$ cat src/rtl/carregador_disco.sv
// Boot loader: copies words from a combinational disk into instruction memory, one word per READ/WRITE pair.
// Stops on word_count, end of disk, or (optionally) after copying a halt instruction.
module carregador_disco #(
  parameter int          DISK_SIZE    = 16,
  parameter logic [5:0]  HALT_OPCODE  = 6'b011000,
  parameter bit          STOP_ON_HALT = 1'b1
) (
  input  logic        clock,
  input  logic        reset,
  input  logic        start,
  input  logic [25:0] mem_base,
  input  logic [25:0] word_count,
  output logic [25:0] disk_addr,
  input  logic [31:0] disk_data,
  output logic [25:0] mem_addr,
  output logic [31:0] mem_data,
  output logic        mem_we,
  input  logic        mem_ready,
  output logic        busy,
  output logic        done,
  output logic [25:0] words_loaded
);

  typedef enum logic [1:0] {IDLE, READ, WRITE, DONE} state_t;

  localparam logic [25:0] DISK_END = 26'(DISK_SIZE);

  state_t      state;
  logic [25:0] base_q;
  logic [25:0] count_q;
  logic [25:0] index;
  logic [31:0] data_q;
  logic [25:0] index_nxt;
  logic        halt_word;
  logic        last_word;

  assign disk_addr = index;
  assign mem_data  = data_q;

  assign index_nxt = index + 26'd1;
  assign halt_word = STOP_ON_HALT && (data_q[31:26] == HALT_OPCODE);
  assign last_word = (index_nxt == count_q) || (index_nxt == DISK_END) || halt_word;

  always_ff @(posedge clock or negedge reset) begin
    if (!reset) begin
      state        <= IDLE;
      base_q       <= '0;
      count_q      <= '0;
      index        <= '0;
      data_q       <= '0;
      mem_addr     <= '0;
      mem_we       <= 1'b0;
      busy         <= 1'b0;
      done         <= 1'b0;
      words_loaded <= '0;
    end else begin
      case (state)
        IDLE: begin
          if (start) begin
            base_q       <= mem_base;
            count_q      <= word_count;
            index        <= '0;
            words_loaded <= '0;
            busy         <= 1'b1;
            if (word_count == '0) begin
              state <= DONE;
              done  <= 1'b1;
            end else begin
              state <= READ;
            end
          end
        end
        READ: begin
          // address and data are captured together so both stay frozen under backpressure
          data_q   <= disk_data;
          mem_addr <= base_q + index;
          mem_we   <= 1'b1;
          state    <= WRITE;
        end
        WRITE: begin
          if (mem_ready) begin
            mem_we       <= 1'b0;
            words_loaded <= words_loaded + 26'd1;
            index        <= index_nxt;
            if (last_word) begin
              state <= DONE;
              done  <= 1'b1;
            end else begin
              state <= READ;
            end
          end
        end
        DONE: begin
          done  <= 1'b0;
          busy  <= 1'b0;
          state <= IDLE;
        end
        default: begin
          state  <= IDLE;
          mem_we <= 1'b0;
          busy   <= 1'b0;
          done   <= 1'b0;
        end
      endcase
    end
  end

endmodule

$ cat config.mk
export PLATFORM = sky130hd
export DESIGN_NAME = carregador_disco
export DESIGN_NICKNAME = d
export VERILOG_FILES = /design/src/rtl/carregador_disco.sv
export SDC_FILE = /design/constraint.sdc
export NUM_CORES = 1
export LEC_CHECK = 0
export CORE_MARGIN = 4
export CORE_UTILIZATION = 52
export DETAILED_ROUTE_END_ITERATION = 7
export PLACE_DENSITY = 0.78
export SLEW_MARGIN = 25
export SYNTH_ARGS = -nofsm -noshare
export SYNTH_HDL_FRONTEND = slang
export SYNTH_SLANG_ARGS = --single-unit
$ cat constraint.sdc
create_clock -name clock -period 3.22 [get_ports clock]
set_input_delay 0.644 -clock clock [delete_from_list [all_inputs] [get_ports clock]]
set_output_delay 0.644 -clock clock [all_outputs]
set_load 0.05 [all_outputs]
# Word level (Yosys, flattened, before mapping)
# Index checks and enable logic that the tools add are counted.
op_classes:
  addsub: 3
  eq_ne: 10
  n_mux: 19
  n_reduce_logical: 14
op_table:
  columns: ["cell", "n"]
  rows:
  - ["case mux 26 bit (2 select lines)", 2]
  - ["2-to-1 mux 26 bit", 3]
  - ["adder 26 x 1 -> 26 bit, second input constant", 2]
  - ["adder 26 bit", 1]
  - ["== test 26 bit", 1]
  - ["== test 26 x 5 -> 1 bit, second input constant", 1]
  - ["logical NOT 26 bit", 1]
  - ["2-to-1 mux 2 bit", 4]
  - ["!= test 2 bit, second input constant", 4]
  - ["case mux 2 bit (4 select lines)", 1]
  - ["AND reduction 2 bit", 4]
  - ["== test 6 x 5 -> 1 bit, second input constant", 1]
  - ["2-to-1 mux 1 bit", 6]
  - ["nonzero test 2 bit", 3]
  - ["AND reduction 5 bit", 1]
  - ["== test 2 bit, second input constant", 2]
  - ["case mux 1 bit (2 select lines)", 2]
  - ["case mux 1 bit (3 select lines)", 1]
  - ["AND reduction 3 bit", 1]
  - ["nonzero test 3 bit", 1]
  - ["== test 2 x 1 -> 1 bit, second input constant", 1]
  - ["logical NOT 2 bit", 1]
  - ["logical OR 1 bit", 2]
word_totals:
  register_bits: 167
  in_bits: 88
  output_inout_bits: 113
  elab_cells: 56

# Logic depth before layout (Yosys ltp)
# Gate-level depths: netlist of run 1.
depth:
  word_depth: 7
  mapped_depth: 11
  depth_no_buf: 11

# Worst setup path after synthesis of run 1
# Ideal clock, no wire load.
synth_timing:
  kind: "register -> register"
  from: "reg index[0], in the netlist disk_addr[0]"
  to: "reg mem_addr[18]"
  setup_time_ps: 69
  arrival_time_ps: 3158
  required_time_ps: 3151
  path_slack_ps: -7
  stages_incl_launch_ff: 12
  path_buffers: 0
  period_less_slack_ps: 3227
  path_cell_list: "dfrtp_1 ha_1 inv_1 fa_1 nor2b_1 o31a_1 o21ai_0 o31ai_1 a21bo_2 a2111oi_0 or4_1 nand3_1"
synth_via:
  elab_chain_cells: 1
synth_lines:
  columns: ["item", "line_no", "source"]
  rows:
  - ["start, declared", "31", "logic [25:0] index;"]
  - ["start signal, assigned", "84", "index <= index_nxt;"]
  - ["adder 26 bit", "76", "mem_addr <= base_q + index;"]
  - ["end signal, assigned", "76", null]
  - ["end, declared", "15", "output logic [25:0] mem_addr,"]
# No other way between the ends.
# A chain may end at the register's enable or synchronous reset.

# Worst setup path after layout of run 1
layout_timing:
  from: "reg index[16], in the netlist disk_addr[16]"
  to: "reg state[1]"
layout_via:
  elab_chain_cells: 7
  word_cells_on_any_way: 8
  cone_classes: "add/sub (1); eq/ne (2); mux (3); reduce/logical (2)"
layout_lines:
  columns: ["item", "line_no", "source"]
  rows:
  - ["adder 26 x 1 -> 26 bit (*)", "40", "assign index_nxt = index + 26'd1;"]
  - ["== test 26 bit or == test 26 x 5 -> 1 bit (tied branches)", "42", "assign last_word = (index_nxt == count_q) || (index_nxt == DISK_END) || halt_word;"]
  - ["logical OR 1 bit (*) (2 in series)", "42", null]
  - ["2-to-1 mux 2 bit (*)", "85", "if (last_word) begin"]
  - ["2-to-1 mux 2 bit (*)", "81", "if (mem_ready) begin"]
  - ["case mux 2 bit (4 select lines) (*)", "57", "case (state)"]
  - ["end signal, assigned", "46", "state <= IDLE;"]
  - ["end signal, assigned", "86", "state <= DONE;"]
  - ["end signal, assigned", "89", "state <= READ;"]
  - ["end, declared", "28", "state_t state;"]
# Every way passes the cells marked *; elsewhere a longest branch is shown, timed or not. The select of a mux whose other input is x is not followed.

==> results of run 1 <==
==> power by group through the flow <==
stage / Combinational, mW / Sequential, mW / Clock (mW)
CTS: 4.76 / 3.40 / 2.03
global route: 5.12 / 3.50 / 2.12
floorplan: 1.97 / 4.59 / 0
global placement: 4.66 / 3.41 / 0
detailed placement: 4.73 / 3.43 / 0
finish: 4.74 / 3.40 / 2.00
==> flip-flops by register name (all words and copies together), names as in the netlist <==
signal	cells
words_loaded	26
mem_data	32
disk_addr	26
busy	1
count_q	26
mem_we	1
mem_addr	26
state	2
done	1
base_q	26
==> worst max path at each step <==
stage,end,slack (ps)
finish,state[1],220
global route,mem_addr[18],5
CTS,mem_addr[18],160
detailed placement,state[1],180
global placement,mem_addr[18],310
floorplan,mem_addr[18],140
==> area by class of cell <==
cell class / count / area (um^2)
Fill cell: 1367 / 5100
Clock inverter: 14 / 135
Inverter: 19 / 71.3
Multi-Input combinational cell: 762 / 4960
Tap cell: 225 / 282
Clock buffer: 18 / 439
Sequential cell: 167 / 4180
Timing Repair Buffer: 247 / 2370
==> worst max-delay path, delay by kind of cell, from the launching register on <==
family / cells / cell delay (ps)
AO/OA/AOI/OAI: 2 / 520
flip-flops: 1 / 630
AND/OR/NAND/NOR: 6 / 1750
==> metal layers <==
metal | vias up | wire length, um | global-route usage [%]
met5 | - | 0 | 0
met3 | 45 | 2180 | 5.46
met1 | 3999 | 11900 | 38.5
met2 | 369 | 12100 | 40.4
met4 | 0 | 527 | 6.40
li1 | 3995 | - | -
==> stage by stage <==
stage	hold WS (ps)	total power [mW]	instances
after floorplan	348	6.56	1005
after global placement	457	8.07	1420
after detailed placement	462	8.16	1420
after CTS	240	10.2	1452
after global routing	249	10.7	1452
final	197	10.1	1452
==> cells by family after synthesis <==
family | after synthesis
AND/OR/NAND/NOR | 401
AO/OA/AOI/OAI | 201
flip-flops | 167
XOR/XNOR | 79
buffers and inverters | 76
multiplexers | 52
adder cells (fa/ha/maj) | 29
==> cells in the final DEF, fill, tap and decap left out, types with 17 or more instances in the layout <==
cell type          n
a21oi_1           43
buf_4             46
clkbuf_16         17
clkdlybuf4s50_1  199
dfrtp_1          166
ha_1              27
inv_1             18
mux2_2            52
nand2_1          193
nand3_1           24
nand4_1           28
nor2_1            53
nor3_1            17
nor4_1            19
o21ai_0           68
xnor2_1           38
xor2_1            40
==> timing repair <==
item	CTS	global route
endpoints found under the setup margin	0	3
gates resized for setup	0	3
hold endpoints to repair	0	0
==> summary.md, run 1 <==
| Metric | Value |
|---|---|
| Status | completed |
| Util after Layout | 70.9% |
| Setup violators final | 0 |
| Port bufs | 200 |
| Die Ht | 143 um |
| Net switching power | 4.46 mW |
| Slowest stage delay, CP | 630 ps |
| Top-area cell type share of the netlist area | 44.3% |
| Synthesized area | 9430 um^2 |
| Synth Warn # | 0 |
| Cell variety after synth | 71 |
| Drt total wl | 26700 um |
| Clock sinks | 167 |
| DR iter-0 viols | 678 |
| Die ar. | 20400 um^2 |
| DRC viols | 0 |
| Largest family of logic cells by synthesized area | simple AND/OR/NAND/NOR gates |
| Final setup margin | 224 ps |
| Post-CTS Hold Buffers | 0 |
| Top post-synthesis cells by area | dfrtp_1 (44%), nand2_1 (7.7%), mux2_2 (6.2%) |
| Synth Area in Simple Gates | 21.1% |
| Placed Area | 11800 um^2 |
| Count leader, synth | nand2_1 |
| Register share of total power | 33.5% |
| Multiplexer share of the synthesized area | 6.21% |
| Clock power frac | 19.7% |
| Tot GR Track Use | 26.3% |
| Fin crit share | 93.1% |
| Tmin final | 3000 ps |
| Vias | 8408 |
| Synth Area in Adders | 3.93% |
| FF-to-FF Start | disk_addr[16] |
| PD cells | 815 nW/um^2 |
| Nets | 1331 |
| HPWL after detailed placement | 19800 um |
| Chip width | 143 um |
| Sequential fraction of the synthesis area | 44.3% |
| Hold Crit Class | in -> async |
| CTS Buffer Depth | 2 |
| Root Driver | clkbuf_16 |
| Number of global-route vias before repair | 7996 |
| Avg Inst Size Synth | 9.39 um^2 |
| Leak | 5.33 nW |
| EDFF count, synth | 0 |
| Max Cap Viol | 0 |
| WL per Instance | 18.4 um |
| Largest area contributor in the netlist | dfrtp_1 |
| Cts bufs inserted | 17 |
| Slew Limit Fails | 0 |
| Total setup buffers inserted after CTS | 0 |
| Syn-to-layout area delta | 31.8% |
| Largest net degree at the start of global routing | 79 |
| Drt first pass iters | 6 |
| Worst slew pin tran | 953 ps |
| FMAX | 334 MHz |
| WP data required | 3570 ps |
| H-tree level count | 4 |
| Crit start category | flop |
| DRT antenna net count | 0 |
| Initial antenna violation count | 0 |
| Critical path, cell by cell | nand4_1 > nor3_1 > nand2_1 > a221oi_1 > nand4_1 > nor4_2 > nor3_2 > a41oi_2 |
| Via/cell ratio | 5.79 |
| CTS tree | done |
| Worst r2r path cells | 8 |
| Top_reg_cell synth | dfrtp_1 |
| Final instance area | 12400 um^2 |
| Yosys reg bits | 167 |
| Synth cell count leaders | nand2_1 (193), dfrtp_1 (167), o21ai_0 (68) |
| XOR/XNOR Fraction of Synth Area | 7.49% |
| Worst-path clk slew | 70 ps |
| Top-level I/O count | 201 |
| Clk_skew | 9.55 ps |
| Place WS | 177 ps |
| Worst vdd ir | 752 uV |
| Reg-to-reg endpoint | state[1] |
| Core Area | 17500 um^2 |
| CP max FO | 10 |
| Int Pwr | 5.68 mW |
| Global-route wire length before repair | 42500 um |
| Setup TNS Final | 0 ps |
| RSZ-0062 raised after global routing | false |
| Critical path class | reg -> reg |
| FP Rows | 48 |
| CP Capture Type | flop |
| Clock Latency Late Sink | 430 ps |
| Asr flop ratio synth | 100% |
| Slew Limit Headroom | 36.5% |
| Syn Nets | 1122 |
| Compound-Gate Fraction of Synth Area | 13.5% |
| Mapped Cells | 1005 |
| Final Hold Fails | 0 |
| Gr ovfl total | 0 |
| Sw Share | 44.0% |
| CP Launch Point | disk_addr[16] |
| Share of cells above drive strength 1 | 12.8% |
| Crit path DAT | 3350 ps |
| Initial core utilization | 53.8% |
| Reg2reg setup slack | 220 ps |
| Crit-path most repeated cell | nand4_1 |
| CP max stage cell | dfrtp_1 |
| Routability cong. | 0.920 |
| # diodes | 0 |
| Combinational power share | 46.7% |
Power figures use the tool's default switching activity.
==> run 2, diff against run 1 <==
--- a/config.mk
+++ b/config.mk
@@ -5,10 +5,11 @@
 export SDC_FILE = /design/constraint.sdc
 export NUM_CORES = 1
 export LEC_CHECK = 0
+export ABC_AREA = 1
 export CORE_MARGIN = 4
 export CORE_UTILIZATION = 52
 export DETAILED_ROUTE_END_ITERATION = 7
-export PLACE_DENSITY = 0.78
+export PLACE_DENSITY = 0.79
 export SLEW_MARGIN = 25
 export SYNTH_ARGS = -nofsm -noshare
 export SYNTH_HDL_FRONTEND = slang
==> summary.md, run 2 <==
| Metric | Value |
|---|---|
| Slowest stage delay, CP | 480 ps |
| DR iter-0 viols | 686 |
| Top-level I/O count | 201 |
| Vias | 8967 |
| Yosys reg bits | 167 |
| Drt total wl | 26500 um |
| Chip width | 141 um |
| Die ar. | 20000 um^2 |
| Clock Latency Late Sink | 430 ps |
| EDFF count, synth | 0 |
| Multi-input logic area | 4530 um^2 |
| Routability cong. | 0.969 |
| Top post-synthesis cells by area | dfrtp_1 (45%), nand2_1 (20%), inv_1 (4.3%) |
| Die Ht | 141 um |
| Top-area cell type share of the netlist area | 45.3% |
| Count leader, synth | nand2_1 |
| Gr ovfl total | 0 |
| Sequential fraction of the synthesis area | 45.3% |
| Final setup margin | 463 ps |
| PD cells | 843 nW/um^2 |
| Root Driver | clkbuf_16 |
| Avg Inst Size Synth | 7.42 um^2 |
| Mapped Cells | 1244 |
| FMAX | 363 MHz |
| WL per Instance | 15.8 um |
| Clock sinks | 167 |
| Global-route wire length before repair | 43700 um |
| Cell variety after synth | 42 |
| # diodes | 0 |
| Largest area contributor in the netlist | dfrtp_1 |
| Syn-to-layout area delta | 31.2% |
| FF-to-FF Start | disk_addr[0] |
| Cts bufs inserted | 17 |
| Crit path DAT | 3090 ps |
| Hold WS | 274 ps |
| Setup violators final | 0 |
| Top_reg_cell synth | dfrtp_1 |
| Core Area | 17400 um^2 |
| CP Buf/Inv Count | 1 |
| Crit-path most repeated cell | o21ai_0 |
| Tot GR Track Use | 27.1% |
| Post-CTS Hold Buffers | 0 |
| Max Cap Viol | 0 |
| Worst vdd ir | 697 uV |
| Critical path, cell by cell | ha_1 > inv_1 > fa_1 > o21ai_0 > nand3_1 > nand2_1 > a21oi_1 > o21ai_0 > a21oi_1 > xor2_1 > o21ai_0 |
| Most common cell after layout, fill and taps aside | nand2_1 |
| Util after Layout | 69.8% |
| Clk_skew | 8.70 ps |
| CTS tree | done |
| Drt first pass iters | 7 |
| Worst-path clk slew | 60 ps |
| DRT antenna net count | 0 |
| CP Capture Type | flop |
| WP data required | 3550 ps |
| Final Hold Fails | 0 |
| Resized Gates After CTS | 0 |
| Asr flop ratio synth | 100% |
| Slew Limit Fails | 0 |
| Fin crit share | 85.6% |
| Setup TNS Final | 0 ps |
| CP max FO | 7 |
| Initial antenna violation count | 0 |
| Register area | 4180 um^2 |
| Slew Limit Headroom | 35.8% |
| Met2 Use GR | 43.2% |
| Status | completed |
| FP Rows | 48 |
| Nets | 1558 |
| Worst slew pin tran | 963 ps |
| Synth Warn # | 0 |
| Synth cell count leaders | nand2_1 (501), dfrtp_1 (167), inv_1 (107) |
| CP Launch Point | disk_addr[0] |
| Initial core utilization | 53.2% |
| CP delay by family, top | compound AO/OA/AOI/OAI gates |
| Max FFs per register | 32 |
| CTS Buffer Depth | 2 |
| Largest net degree at the start of global routing | 168 |
| DRC viols | 0 |
| H-tree level count | 4 |
| Number of global-route vias before repair | 8905 |
| Grt met3 use | 5.33% |
| Critical path class | reg -> reg |
| Tmin final | 2760 ps |
| RSZ-0062 raised after global routing | false |
| FILL cells | 1435 |
| Syn Nets | 1361 |
| Most frequent cells in the layout | nand2_1 (500), clkdlybuf4s50_1 (199), dfrtp_1 (167) |
| Synthesized area | 9230 um^2 |
| Crit start category | flop |
| Leak | 5.68 nW |
| Place WS | 512 ps |
| Port bufs | 200 |
| Total setup buffers inserted after CTS | 0 |
| HPWL after detailed placement | 19200 um |
| GRT met1 Usage | 36.5% |
| Share of cells above drive strength 1 | 5.85% |
| Gr busiest metal | met2 |
| CP max stage cell | dfrtp_1 |
| Hold Crit Class | in -> async |
| Via/cell ratio | 5.34 |
run 2: cell types whose count changed in the layout (fill, tap and decap cells not counted), sizes merged, moves of 12 or more:
cell | previous run | this run
nand2 | 194 | 507
inv | 27 | 112
mux2 | 52 | 0
nor2 | 55 | 97
buf | 48 | 9
nand3 | 25 | 59
xnor2 | 38 | 9
xor2 | 40 | 11
nor4 | 25 | 12
nand4 | 30 | 18
run 2: cell families (layout without fill, tap and decap cells):
group                    after synthesis  count (layout)  share of synthesized area (%)
XOR/XNOR                              20              20                           1.98
AO/OA/AOI/OAI                        162             162                           9.91
adder cells (fa/ha/maj)               29              29                           4.01
buffers and inverters                142             352                           5.77
AND/OR/NAND/NOR                      724             724                           33.1
flip-flops                           167             167                           45.3
run 2: cell type report:
cell class	count	share of cell area, %
Multi-Input combinational cell	935	37.4
Sequential cell	167	34.5
Timing Repair Buffer	208	17.1
Clock buffer	22	4.00
Inverter	112	3.48
Tap cell	225	2.32
Clock inverter	10	1.17
run 2: worst paths after layout:
| check | end | slack (ps) | depth (start not counted) |
|---|---|---|---|
| setup / recovery | mem_addr[18] | 460 | 11 |
| hold / removal | mem_addr[4] | 270 | 2 |
| setup reg to reg | mem_addr[18] | 460 | 11 |
| hold reg to reg | mem_data[7] | 470 | 2 |
| max in group asynchronous | disk_addr[11] | 2170 | 2 |
| min in group clock | mem_data[7] | 470 | 2 |
run 2: through the flow:
| step | instances | power, mW | instance area (um^2) |
|---|---|---|---|
| final | 1679 | 10.2 | 12100 |
| after global routing | 1679 | 10.9 | 12100 |
| after CTS | 1679 | 10.3 | 12100 |
| after detailed placement | 1647 | 8.06 | 11500 |
| after global placement | 1647 | 7.97 | 11500 |
| after floorplan | 1244 | 6.47 | 9230 |
run 2: layer usage:
metal / share of wire (%) / vias up / wire length [um]
met5: 0 / - / 0
met4: 3.2 / 0 / 842
met3: 7.7 / 62 / 2030
met2: 46 / 361 / 12200
met1: 43 / 4122 / 11400
li1: - / 4422 / -
run 2: power by group:
part / total, mW / switching (mW) / internal (mW)
clock network: 2.16 / 0.848 / 1.31
registers: 3.31 / 0.491 / 2.82
logic: 4.74 / 3.18 / 1.56
total: 10.2 / 4.52 / 5.69
==> run 3, diff against run 2 <==
--- a/config.mk
+++ b/config.mk
@@ -14,3 +14,4 @@
 export SYNTH_ARGS = -nofsm -noshare
 export SYNTH_HDL_FRONTEND = slang
 export SYNTH_SLANG_ARGS = --single-unit
+export TNS_END_PERCENT = 50
==> results of run 3 <==
No change in the layout: final DEF, timing and power equal those of run 2.
